===== src/rtl/fp_std_pkg.sv =====
// Shared types and helpers for the FP standardise pipeline.
package fp_std_pkg;
    typedef enum logic {SRC_A = 1'b0, SRC_B = 1'b1} src_t;

    function automatic int fp_bias(input int exp_w);
        return (1 << (exp_w - 1)) - 1;
    endfunction
endpackage


===== src/rtl/opcode_pkg.sv =====
// Execution-unit opcode encodings shared by the FP pipeline blocks.
package opcode_pkg;
    typedef logic [4:0] func5_t;

    localparam func5_t FADD  = 5'h00;
    localparam func5_t SEQ   = 5'h10;
    localparam func5_t SLT   = 5'h11;
    localparam func5_t CVTFR = 5'h14;
endpackage


===== src/rtl/fp_lzc.sv =====
// Parametrised leading-zero counter with an all-zero flag.
module fp_lzc #(
    parameter int W = 18,
    localparam int CW = $clog2(W)
) (
    input  logic [W-1:0]  value,
    output logic [CW-1:0] count,
    output logic          zero
);
    // Ascending scan: the highest set bit is the last one to write count.
    always_comb begin
        count = '0;
        for (int i = 0; i < W; i++) begin
            if (value[i]) count = CW'(W - 1 - i);
        end
    end

    assign zero = ~|value;
endmodule


===== src/rtl/fp_std_pipe.sv =====
// Two-source FP standardise pipeline: round-robin arbitration, normalise, RNE round, predicates.
// Optional exception flag outputs are enabled by defining FP_STD_EXC_FLAGS_EN.
module fp_std_pipe
    import opcode_pkg::*;
    import fp_std_pkg::*;
#(
    parameter int EXP_W    = 7,
    parameter int MAN_W    = 10,
    parameter int IN_MAN_W = 18,
    parameter int TAG_W    = 5,
    localparam int FMT_W   = 1 + EXP_W + MAN_W
) (
    input  logic                clk,
    input  logic                rst_n,
    input  logic                a_valid,
    output logic                a_ready,
    input  func5_t              a_func5,
    input  logic                a_sign,
    input  logic [EXP_W-1:0]    a_exp,
    input  logic [IN_MAN_W-1:0] a_man,
    input  logic                a_override,
    input  logic [FMT_W-1:0]    a_override_val,
    input  logic [TAG_W-1:0]    a_tag,
    input  logic                b_valid,
    output logic                b_ready,
    input  func5_t              b_func5,
    input  logic                b_sign,
    input  logic [EXP_W-1:0]    b_exp,
    input  logic [IN_MAN_W-1:0] b_man,
    input  logic [TAG_W-1:0]    b_tag,
    output logic                out_valid,
    input  logic                out_ready,
    output logic [FMT_W-1:0]    out_res,
    output logic [TAG_W-1:0]    out_tag,
    output logic                out_set_pred,
`ifdef FP_STD_EXC_FLAGS_EN
    output logic                out_ovf,
    output logic                out_unf,
    output logic                out_inexact,
`endif
    output logic                out_pred_val
);
    localparam int EW   = EXP_W + 2;
    localparam int CW   = $clog2(IN_MAN_W);
    localparam int EMAX = 2 * fp_bias(EXP_W) + 1;

    typedef struct packed {
        func5_t                  func5;
        logic                    sign;
        logic signed [EW-1:0]    e;
        logic [MAN_W-1:0]        frac;
        logic                    guard;
        logic                    sticky;
        logic                    zero;
        logic                    override;
        logic [FMT_W-1:0]        override_val;
        logic [TAG_W-1:0]        tag;
    } std_stage_t;

    function automatic logic rne_inc(input logic lsb, input logic guard, input logic sticky);
        return guard & (sticky | lsb);
    endfunction

    function automatic logic [FMT_W-1:0] saturate(input logic sign);
        return {sign, {EXP_W{1'b1}}, {MAN_W{1'b0}}};
    endfunction

    logic vld_p0, vld_p1, vld_p2;
    logic adv0, adv1, adv2;
    logic grant_a, grant_b, accept;
    src_t last_grant;

    assign adv2    = out_ready | ~vld_p2;
    assign adv1    = adv2 | ~vld_p1;
    assign adv0    = adv1 | ~vld_p0;
    assign grant_a = a_valid & (~b_valid | (last_grant == SRC_B));
    assign grant_b = b_valid & ~grant_a;
    assign a_ready = adv0 & grant_a;
    assign b_ready = adv0 & grant_b;
    assign accept  = a_ready | b_ready;

    always_ff @(posedge clk or negedge rst_n) begin
        if (!rst_n) begin
            vld_p0     <= 1'b0;
            vld_p1     <= 1'b0;
            vld_p2     <= 1'b0;
            last_grant <= SRC_B;
        end else begin
            if (adv0) vld_p0 <= accept;
            if (adv1) vld_p1 <= vld_p0;
            if (adv2) vld_p2 <= vld_p1;
            if (accept) last_grant <= grant_a ? SRC_A : SRC_B;
        end
    end

    // ---- S0: arbitration / input register ----
    func5_t                func5_p0;
    logic                  sign_p0;
    logic [EXP_W-1:0]      exp_p0;
    logic [IN_MAN_W-1:0]   man_p0;
    logic                  ovr_p0;
    logic [FMT_W-1:0]      ovr_val_p0;
    logic [TAG_W-1:0]      tag_p0;

    always_ff @(posedge clk) begin
        if (accept) begin
            if (grant_a) begin
                func5_p0   <= a_func5;
                sign_p0    <= a_sign;
                exp_p0     <= a_exp;
                man_p0     <= a_man;
                ovr_p0     <= a_override;
                ovr_val_p0 <= a_override_val;
                tag_p0     <= a_tag;
            end else begin
                func5_p0   <= b_func5;
                sign_p0    <= b_sign;
                exp_p0     <= b_exp;
                man_p0     <= b_man;
                ovr_p0     <= 1'b0;
                ovr_val_p0 <= '0;
                tag_p0     <= b_tag;
            end
        end
    end

    // ---- S1: normalise register ----
    logic [CW-1:0]        lz_cnt;
    logic                 man_zero;
    logic [IN_MAN_W-1:0]  shifted;
    logic [IN_MAN_W-1:0]  rest;
    logic signed [EW-1:0] norm_e;
    std_stage_t           stage_p1;

    fp_lzc #(.W(IN_MAN_W)) u_lzc (
        .value (man_p0),
        .count (lz_cnt),
        .zero  (man_zero)
    );

    // Leading one lands at the top bit, so exponent adjusts by 1 - lz_cnt.
    assign shifted = man_p0 << lz_cnt;
    assign rest    = shifted << (MAN_W + 2);
    assign norm_e  = {2'b00, exp_p0} + EW'(1) - EW'(lz_cnt);

    // CVTFR reuses the verbatim path with the raw top mantissa bits.
    always_ff @(posedge clk) begin
        if (adv1) begin
            stage_p1.func5        <= func5_p0;
            stage_p1.sign         <= sign_p0;
            stage_p1.e            <= norm_e;
            stage_p1.frac         <= shifted[IN_MAN_W-2 -: MAN_W];
            stage_p1.guard        <= shifted[IN_MAN_W-2-MAN_W];
            stage_p1.sticky       <= |rest;
            stage_p1.zero         <= man_zero;
            stage_p1.override     <= ovr_p0 | (func5_p0 == CVTFR);
            stage_p1.override_val <= ovr_p0 ? ovr_val_p0 : man_p0[IN_MAN_W-1 -: FMT_W];
            stage_p1.tag          <= tag_p0;
        end
    end

    // ---- S2: round register ----
    logic [MAN_W:0]       sum;
    logic signed [EW-1:0] e_fin;
    logic                 flush, sat;
    logic [FMT_W-1:0]     res_next;
    logic                 pred_op_next, pred_val_next;

    always_comb begin
        sum      = {1'b0, stage_p1.frac}
                 + (MAN_W+1)'(rne_inc(stage_p1.frac[0], stage_p1.guard, stage_p1.sticky));
        e_fin    = stage_p1.e + EW'(sum[MAN_W]);
        flush    = stage_p1.zero | e_fin[EW-1] | (e_fin == '0);
        sat      = ~flush & (e_fin >= EW'(EMAX));
        res_next = {stage_p1.sign, e_fin[EXP_W-1:0], sum[MAN_W-1:0]};
        if (stage_p1.override)  res_next = stage_p1.override_val;
        else if (flush)         res_next = {stage_p1.sign, {(FMT_W-1){1'b0}}};
        else if (sat)           res_next = saturate(stage_p1.sign);

        pred_op_next  = (stage_p1.func5 == SEQ) | (stage_p1.func5 == SLT);
        pred_val_next = 1'b0;
        if (stage_p1.func5 == SEQ)      pred_val_next = (res_next[FMT_W-2:0] == '0);
        else if (stage_p1.func5 == SLT) pred_val_next = res_next[FMT_W-1];
    end

    logic [FMT_W-1:0] res_p2;
    logic [TAG_W-1:0] tag_p2;
    logic             pred_op_p2, pred_val_p2;

    always_ff @(posedge clk or negedge rst_n) begin
        if (!rst_n) begin
            res_p2      <= '0;
            tag_p2      <= '0;
            pred_op_p2  <= 1'b0;
            pred_val_p2 <= 1'b0;
        end else if (adv2) begin
            res_p2      <= res_next;
            tag_p2      <= stage_p1.tag;
            pred_op_p2  <= pred_op_next;
            pred_val_p2 <= pred_val_next;
        end
    end

`ifdef FP_STD_EXC_FLAGS_EN
    logic ovf_p2, unf_p2, inexact_p2;

    always_ff @(posedge clk or negedge rst_n) begin
        if (!rst_n) begin
            ovf_p2     <= 1'b0;
            unf_p2     <= 1'b0;
            inexact_p2 <= 1'b0;
        end else if (adv2) begin
            ovf_p2     <= ~stage_p1.override & sat;
            unf_p2     <= ~stage_p1.override & ~stage_p1.zero & flush;
            inexact_p2 <= ~stage_p1.override & (stage_p1.guard | stage_p1.sticky);
        end
    end

    assign out_ovf     = ovf_p2;
    assign out_unf     = unf_p2;
    assign out_inexact = inexact_p2;
`endif

    assign out_valid    = vld_p2;
    assign out_res      = res_p2;
    assign out_tag      = tag_p2;
    assign out_set_pred = vld_p2 & pred_op_p2;
    assign out_pred_val = pred_val_p2;
endmodule


===== config.mk =====
export PLATFORM = sky130hd
export DESIGN_NAME = fp_std_pipe
export DESIGN_NICKNAME = d
export VERILOG_FILES = /design/src/rtl/fp_std_pkg.sv /design/src/rtl/opcode_pkg.sv /design/src/rtl/fp_lzc.sv /design/src/rtl/fp_std_pipe.sv
export SDC_FILE = /design/constraint.sdc
export NUM_CORES = 1
export LEC_CHECK = 0
export BUFFER_PORTS_ARGS = -buffer_cell sky130_fd_sc_hd__buf_2
export CORE_ASPECT_RATIO = 2
export CORE_MARGIN = 4
export CORE_UTILIZATION = 40
export CTS_BUF_LIST = sky130_fd_sc_hd__clkbuf_4
export DETAILED_ROUTE_END_ITERATION = 6
export SYNTH_ARGS = -nofsm -noshare
export SYNTH_HDL_FRONTEND = slang
export SYNTH_SLANG_ARGS = --single-unit

===== constraint.sdc =====
create_clock -name clk -period 6 [get_ports clk]
set_input_delay 0.3 -clock clk [delete_from_list [all_inputs] [get_ports clk]]
set_output_delay 0.3 -clock clk [all_outputs]
set_load 0.02 [all_outputs]

### After elaboration in Yosys (flattened, before gate mapping)

Index checks and enable logic that the tools add are counted.
Widths: inputs -> output; s select.

| storage, ports and cells | value |
|---|---|
| register bits after elaboration | 136 |
| output and inout bits | 28 |
| word-level logic and storage cells | 92 |

| cells by class | value |
|---|---|
| $add $sub $neg | 4 |
| order comparisons | 1 |
| eq/ne operators | 3 |
| shifts and indexed selects | 1 |
| multiplexer cells | 30 |
| bitwise gates (word level) | 23 |
| reduce and logical (&&, ||, !) cells | 5 |

Operators by type and width:

| operator | count |
|---|---|
| $mux 5 | 20 |
| $mux 18 | 3 |
| $mux 17 | 2 |
| $reduce_or 18->1 | 1 |
| $shl 18x5->17 | 1 |
| $logic_not 17->1 | 1 |
| $eq 5x5->1 const B | 3 |
| $add 10x1->11 | 1 |
| $or 1x1->1 | 10 |
| $add 9x1->9 | 1 |
| $ge 9x8->1 const B | 1 |
| $logic_not 9->1 | 1 |
| $sub 8x5->9 | 1 |
| $add 7x1->8 const B | 1 |
| $and 1x1->1 | 7 |
| $mux 7 | 1 |
| $not 1->1 | 6 |
| $reduce_or 6->1 | 1 |
| $mux 1 | 4 |
| $logic_not 1->1 | 1 |

### Depth between registers and ports, before layout

| logic depth | value |
|---|---|
| word-level depth | 20 |
| mapped depth | 19 |
| gate-level depth less buffers | 16 |

### By module

A second synthesis with hierarchy kept.

| unflattened totals | value |
|---|---|
| cells, all modules | 584 |
| area, all modules | 7,053.0 µm² |

Modules (own cells, without submodules):

| module | times used | cells each | area an instance (µm²) | seq. area each (µm²) |
|---|---|---|---|---|
| fp_std_pipe | 1 | 549 | 6,847.8 | 3,940.0 |
| fp_lzc | 1 | 35 | 205.2 | 0.0 |

### Least setup slack after synthesis

No wires, ideal clock.

| timing path | value |
|---|---|
| path kind | register to register |
| from | register vld_p2 (netlist: out_valid) |
| to | register exp_p0[0], enable pin |
| setup time | 501 ps |
| arrival time | 3,828 ps |
| required time | 5,499 ps |
| path slack | 1,671 ps |
| cell stages (with the launch flop) | 5 |
| buffers on the path | 2 |
| period minus slack after synthesis | 4,329 ps |
| path through | dfrtp_1 > nor2b_1 > clkbuf_1 > buf_1 > a31oi_1 |

| between the ends | value |
|---|---|
| word-level cells in the longest chain between the ends | 6 |

Ends and longest elaborated chain:

| element | line | source |
|---|---|---|
| start: declaration | fp_std_pipe.sv:68 | `logic vld_p0, vld_p1, vld_p2;` |
| start signal: assignment | fp_std_pipe.sv:91 | `if (adv2) vld_p2 <= vld_p1;` |
| $not 1->1 (*) | fp_std_pipe.sv:73 | `assign adv2 = out_ready \| ~vld_p2;` |
| $or 1x1->1 (*) | fp_std_pipe.sv:73 |  |
| $or 1x1->1 (*) | fp_std_pipe.sv:74 | `assign adv1 = adv2 \| ~vld_p1;` |
| $or 1x1->1 (*) | fp_std_pipe.sv:75 | `assign adv0 = adv1 \| ~vld_p0;` |
| $and 1x1->1 (on tied branches) | fp_std_pipe.sv:78, fp_std_pipe.sv:79 |  |
| $or 1x1->1 (*) | fp_std_pipe.sv:80 | `assign accept = a_ready \| b_ready;` |
| via accept | fp_std_pipe.sv:70 | `logic grant_a, grant_b, accept;` |
| end signal: assignment | fp_std_pipe.sv:110 | `exp_p0 <= a_exp;` |
| end signal: assignment | fp_std_pipe.sv:118 | `exp_p0 <= b_exp;` |
| end: declaration | fp_std_pipe.sv:99 | `logic [EXP_W-1:0] exp_p0;` |

Mark *: on every way through the listed nets, which the timed path passes. The rest lies on a longest branch.
A chain may end at the register's enable or synchronous reset.

### Worst setup path after layout

| timing path | value |
|---|---|
| from | register man_p0[7] |
| to | register stage_p1[44] (netlist name) (data pin) |

| between the ends | value |
|---|---|
| word-level cells in the longest chain between the ends | 12 |

Ends and longest elaborated chain:

| element | line | source |
|---|---|---|
| start: declaration | fp_std_pipe.sv:100 | `logic [IN_MAN_W-1:0] man_p0;` |
| start signal: assignment | fp_std_pipe.sv:111 | `man_p0 <= a_man;` |
| start signal: assignment | fp_std_pipe.sv:119 | `man_p0 <= b_man;` |
| $mux 5 (11 in a row) | fp_lzc.sv:14 | `if (value[i]) count = CW'(W - 1 - i);` |
| $sub 8x5->9 | fp_std_pipe.sv:144 | `assign norm_e = {2'b00, exp_p0} + EW'(1) - EW'(lz_cnt);` |
| via norm_e[7] | fp_std_pipe.sv:132 | `logic signed [EW-1:0] norm_e;` |
| end: declaration | fp_std_pipe.sv:133 | `std_stage_t stage_p1;` |

The timed path passes the listed nets, and every way through them passes these cells.

==> results.sh <==
export IMPL_status="complete, no violations"
export IMPL_yosys_area_share_adder_pct=3.04
export IMPL_r2r_worst_path_cells=16
export IMPL_path_delay_family="compound AO/OA/AOI/OAI gates"
export IMPL_r2r_start="man_p0[7]"
export IMPL_ant_nets=0
export IMPL_ir_worst_vdd_uv=143
export IMPL_grt_max_degree=54
export IMPL_drive_above_1_share_pct=31.7
export IMPL_hpwlAfterDp_mm=15.5
export IMPL_clock_root_buffer="clkbuf_4"
export IMPL_core_area_um2=17800
export IMPL_setup_viol_count_final=0
export IMPL_path_cells="nor2_2 > o31ai_1 > a211o_1 > a21oi_4 > inv_2 > ha_1 > inv_1 > ha_1 > fa_1 > a21o_1 > a21oi_1 > nor2b_1 > nor2_1 > nor2_1 > nor2_1 > xnor2_1"
export IMPL_max_freq_ghz=0.249
export IMPL_setup_tns_final_ps=0
export IMPL_vias_per_cell=5.57
export IMPL_power_frac_comb_pct=22.8
export IMPL_endpoint_kind="flop"
export IMPL_cts_tree="yes"
export IMPL_cts_buffers=17
export IMPL_p_sw_share_pct=32.2
export IMPL_pwr_share_seq_pct=49.8
export IMPL_crit_type="flop to flop"
export IMPL_p_int_uw=1780
export IMPL_synth_edf_count=107
export IMPL_clk_insertion_delay_late_ps=540
export IMPL_synth_compound_area_share_pct=13.9
export IMPL_synth_nets=732
export IMPL_post_cts_buffers=0
export IMPL_tightestPinTransition_ps=948
export IMPL_synth_xor_area_share_pct=2.42
export IMPL_grt_pass1_vias=5546
export IMPL_max_stage_delay_ps=550
export IMPL_ys_warn_count=0
export IMPL_drc=0
export IMPL_slowest_stage="edfxtp_1"
export IMPL_worstSetupStartpointType="flop"
export IMPL_drv_slew=0
export IMPL_synth_area_leader_cell="edfxtp_1"
export IMPL_wl_met1_mm=6.98
export IMPL_start_util_pct=40.7
export IMPL_track_usage_pct=20.3
export IMPL_grt_pass1_wl_mm=30.7
export IMPL_dr_pass1_iters=5
export IMPL_period_share_pct=66.8
export IMPL_via_count=5369
export IMPL_worst_r2r_setup_slack_ps=1990
export IMPL_ioPinCount=124
export IMPL_worstHoldPathType="input port to flop"
export IMPL_cp_depth=16
export IMPL_die_h_um=198
export IMPL_wl_met2_mm=11.6
export IMPL_top_layer="met4"
export IMPL_clk_pin_slew_ps=140
export IMPL_required_ps=6300
export IMPL_wire_per_inst_um=20.8
export IMPL_syn_to_final_growth_pct=16.5
export IMPL_yosys_area_top_type_share_pct=44.4
export IMPL_cp_startpoint="man_p0[7]"
export IMPL_nFillCells=1668
export IMPL_holdWs_ps=60.2
export IMPL_dieArea_um2=20400
export IMPL_drt_iter0_drc=273
export IMPL_wl_met3_um=686
export IMPL_port_buffers=123
export IMPL_r2r_end="stage_p1[44]"
export IMPL_crit_arrival_ps=4310
export IMPL_rows=69
export IMPL_netlist_top_cells_count="107 x edfxtp_1, 51 x nand2_1, 48 x mux2_2"
export IMPL_synth_top_cells_by_area="edfxtp_1 44%, dfrtp_1 9.7%, mux2_2 7.5%"
export IMPL_wl_mm=20.0
export IMPL_cellPowerDensity_nw_per_um2=312
export IMPL_power_switching_uw=847
export IMPL_path_common_cell="nor2_1"
export IMPL_final_min_clock_period_ps=4010
export IMPL_pwr_share_clk_pct=27.3
export IMPL_gp_congestion=0.904
export IMPL_nets=850
export IMPL_synth_simple_area_share_pct=14.6
export IMPL_grt_overflow_total=0
export IMPL_syn_inst=619
export IMPL_synth_area_per_cell_um2=11.7
export IMPL_synth_seq_area_share_pct=54.4
export IMPL_crit_buf_inv=2
export IMPL_hold_viol_final=0
export IMPL_async_flop_share_pct=21.3
export IMPL_p_leak_uw=0.00340
export IMPL_yosys_most_used_dff="edfxtp_1"
export IMPL_crit_fanout=22
export IMPL_worstSetupEndpoint="stage_p1[44]"
export IMPL_antenna_found_initial=1
export IMPL_ys_seq_elements=136
export IMPL_final_core_util_pct=47.4
export IMPL_cts_max_level=4
export IMPL_yosys_cell_types_count=72
export IMPL_clock_sinks=136
export IMPL_die_w_um=103
export IMPL_clk_path_buf_depth=2
export IMPL_synthMuxAreaShare_pct=7.88
export IMPL_synth_top_family_by_area="simple AND/OR/NAND/NOR gates"
export IMPL_fin_skew_ps=28.8
export IMPL_maxCapViolations=0
export IMPL_netlist_area_um2=7240
export IMPL_synth_most_common_cell="edfxtp_1"
export IMPL_max_slew_margin_pct=36.6
export IMPL_rsz0062_at_grt="false"
export IMPL_whs_path_depth=2
power by group through the flow:
stage | sequential [uW] | combinational, uW | clock [uW]
6_report | 1310 | 601 | 719
5_1_grt | 1330 | 657 | 779
4_1_cts | 1310 | 607 | 739
3_5_place_dp | 1330 | 596 | 0
3_3_place_gp | 1330 | 590 | 0
2_1_floorplan | 1300 | 410 | 0
sequential cells by signal (all words and copies together), names as in the netlist:
name          count
out_res          18
pred_op_p2        1
exp_p0            7
out_pred_val      1
sign_p0           1
ovr_p0            1
man_p0           18
tag_p0            5
out_tag           5
stage_p1         52
vld_p0            1
func5_p0          5
vld_p1            1
ovr_val_p0       18
last_grant        1
out_valid         1
worst register-to-register path, cell delays in order (launching register included):
cell and delay (ps):
edfxtp_1 550, nor2_2 150, o31ai_1 100, a211o_1 350
a21oi_4 460, inv_2 320, ha_1 370, inv_1 40
ha_1 220, fa_1 410, a21o_1 170, a21oi_1 240
nor2b_1 70, nor2_1 100, nor2_1 50, nor2_1 100
xnor2_1 70
cell usage in the layout, fill, tap and decap left out, types with 6 or more instances in the layout:
cell,synthesis,layout
nand2b_1,7,7
edfxtp_1,107,107
nand2_1,51,49
a221oi_1,11,11
nand3_1,16,16
xnor2_1,13,13
mux2_2,48,48
ha_1,16,16
a21oi_1,21,21
a221o_1,10,10
inv_1,16,16
xor2_1,7,7
o21ai_0,22,22
dfrtp_1,28,28
clkbuf_4,0,17
nor3_1,14,14
nand4_1,7,7
a31oi_1,12,11
nor4_1,8,8
and2_1,8,8
o211ai_1,6,6
dlygate4sd3_1,0,11
nor2_1,34,34
and3_1,34,34
buf_2,9,123
cell families (layout without fill, tap and decap cells):
family,after synthesis,in the layout
AOI/OAI and AO/OA,135,135
xor gates and xnor gates,20,20
adders and majority gates,17,17
buffers and inverters,59,190
DFF,136,136
muxes,51,51
other,0,1
and+or+nand+nor,201,201
final cells by class:
class                           instances  area (um^2)  area share, %
Clock buffer                           17          128           1.51
Sequential cell                       136         3940           46.7
Tap cell                              213          267           3.16
Timing Repair Buffer                  138          756           8.96
Antenna cell                            1         2.50         0.0297
Clock inverter                         15          210           2.49
Multi-Input combinational cell        424         3050           36.2
Inverter                               20         75.1          0.890
how the worst min path moves through the flow:
stage                   from      endpoint  slack (ps)
floorplan              rst_n  out_pred_val           4
global placement       rst_n    out_tag[3]         380
detailed placement     rst_n    out_tag[1]         410
CTS                 b_exp[3]     exp_p0[3]         0.3
global route        a_exp[3]     exp_p0[3]          10
finish              b_exp[3]     exp_p0[3]          60
layer usage:
| layer | up-vias | GRT usage [%] |
|---|---|---|
| met5 | - | 0 |
| met4 | 0 | 8.74 |
| met3 | 31 | 3.10 |
| met2 | 155 | 38.9 |
| met1 | 2593 | 20.9 |
| li1 | 2590 | - |
metrics by stage:
step	setup WS [ps]	std cells	power (uW)	instance area, um^2
after CTS	1990	963	2660	8430
final	1990	964	2630	8430
after global placement	2070	920	1920	7980
after global routing	1650	964	2760	8430
after detailed placement	2010	920	1930	7980
after floorplan	1670	619	1710	7240
what timing repair did:
item,CTS,global route
hold buffers,11,0
gates resized for setup,0,0
endpoints found under the hold margin,34,0
Power figures use the tool's default switching activity.
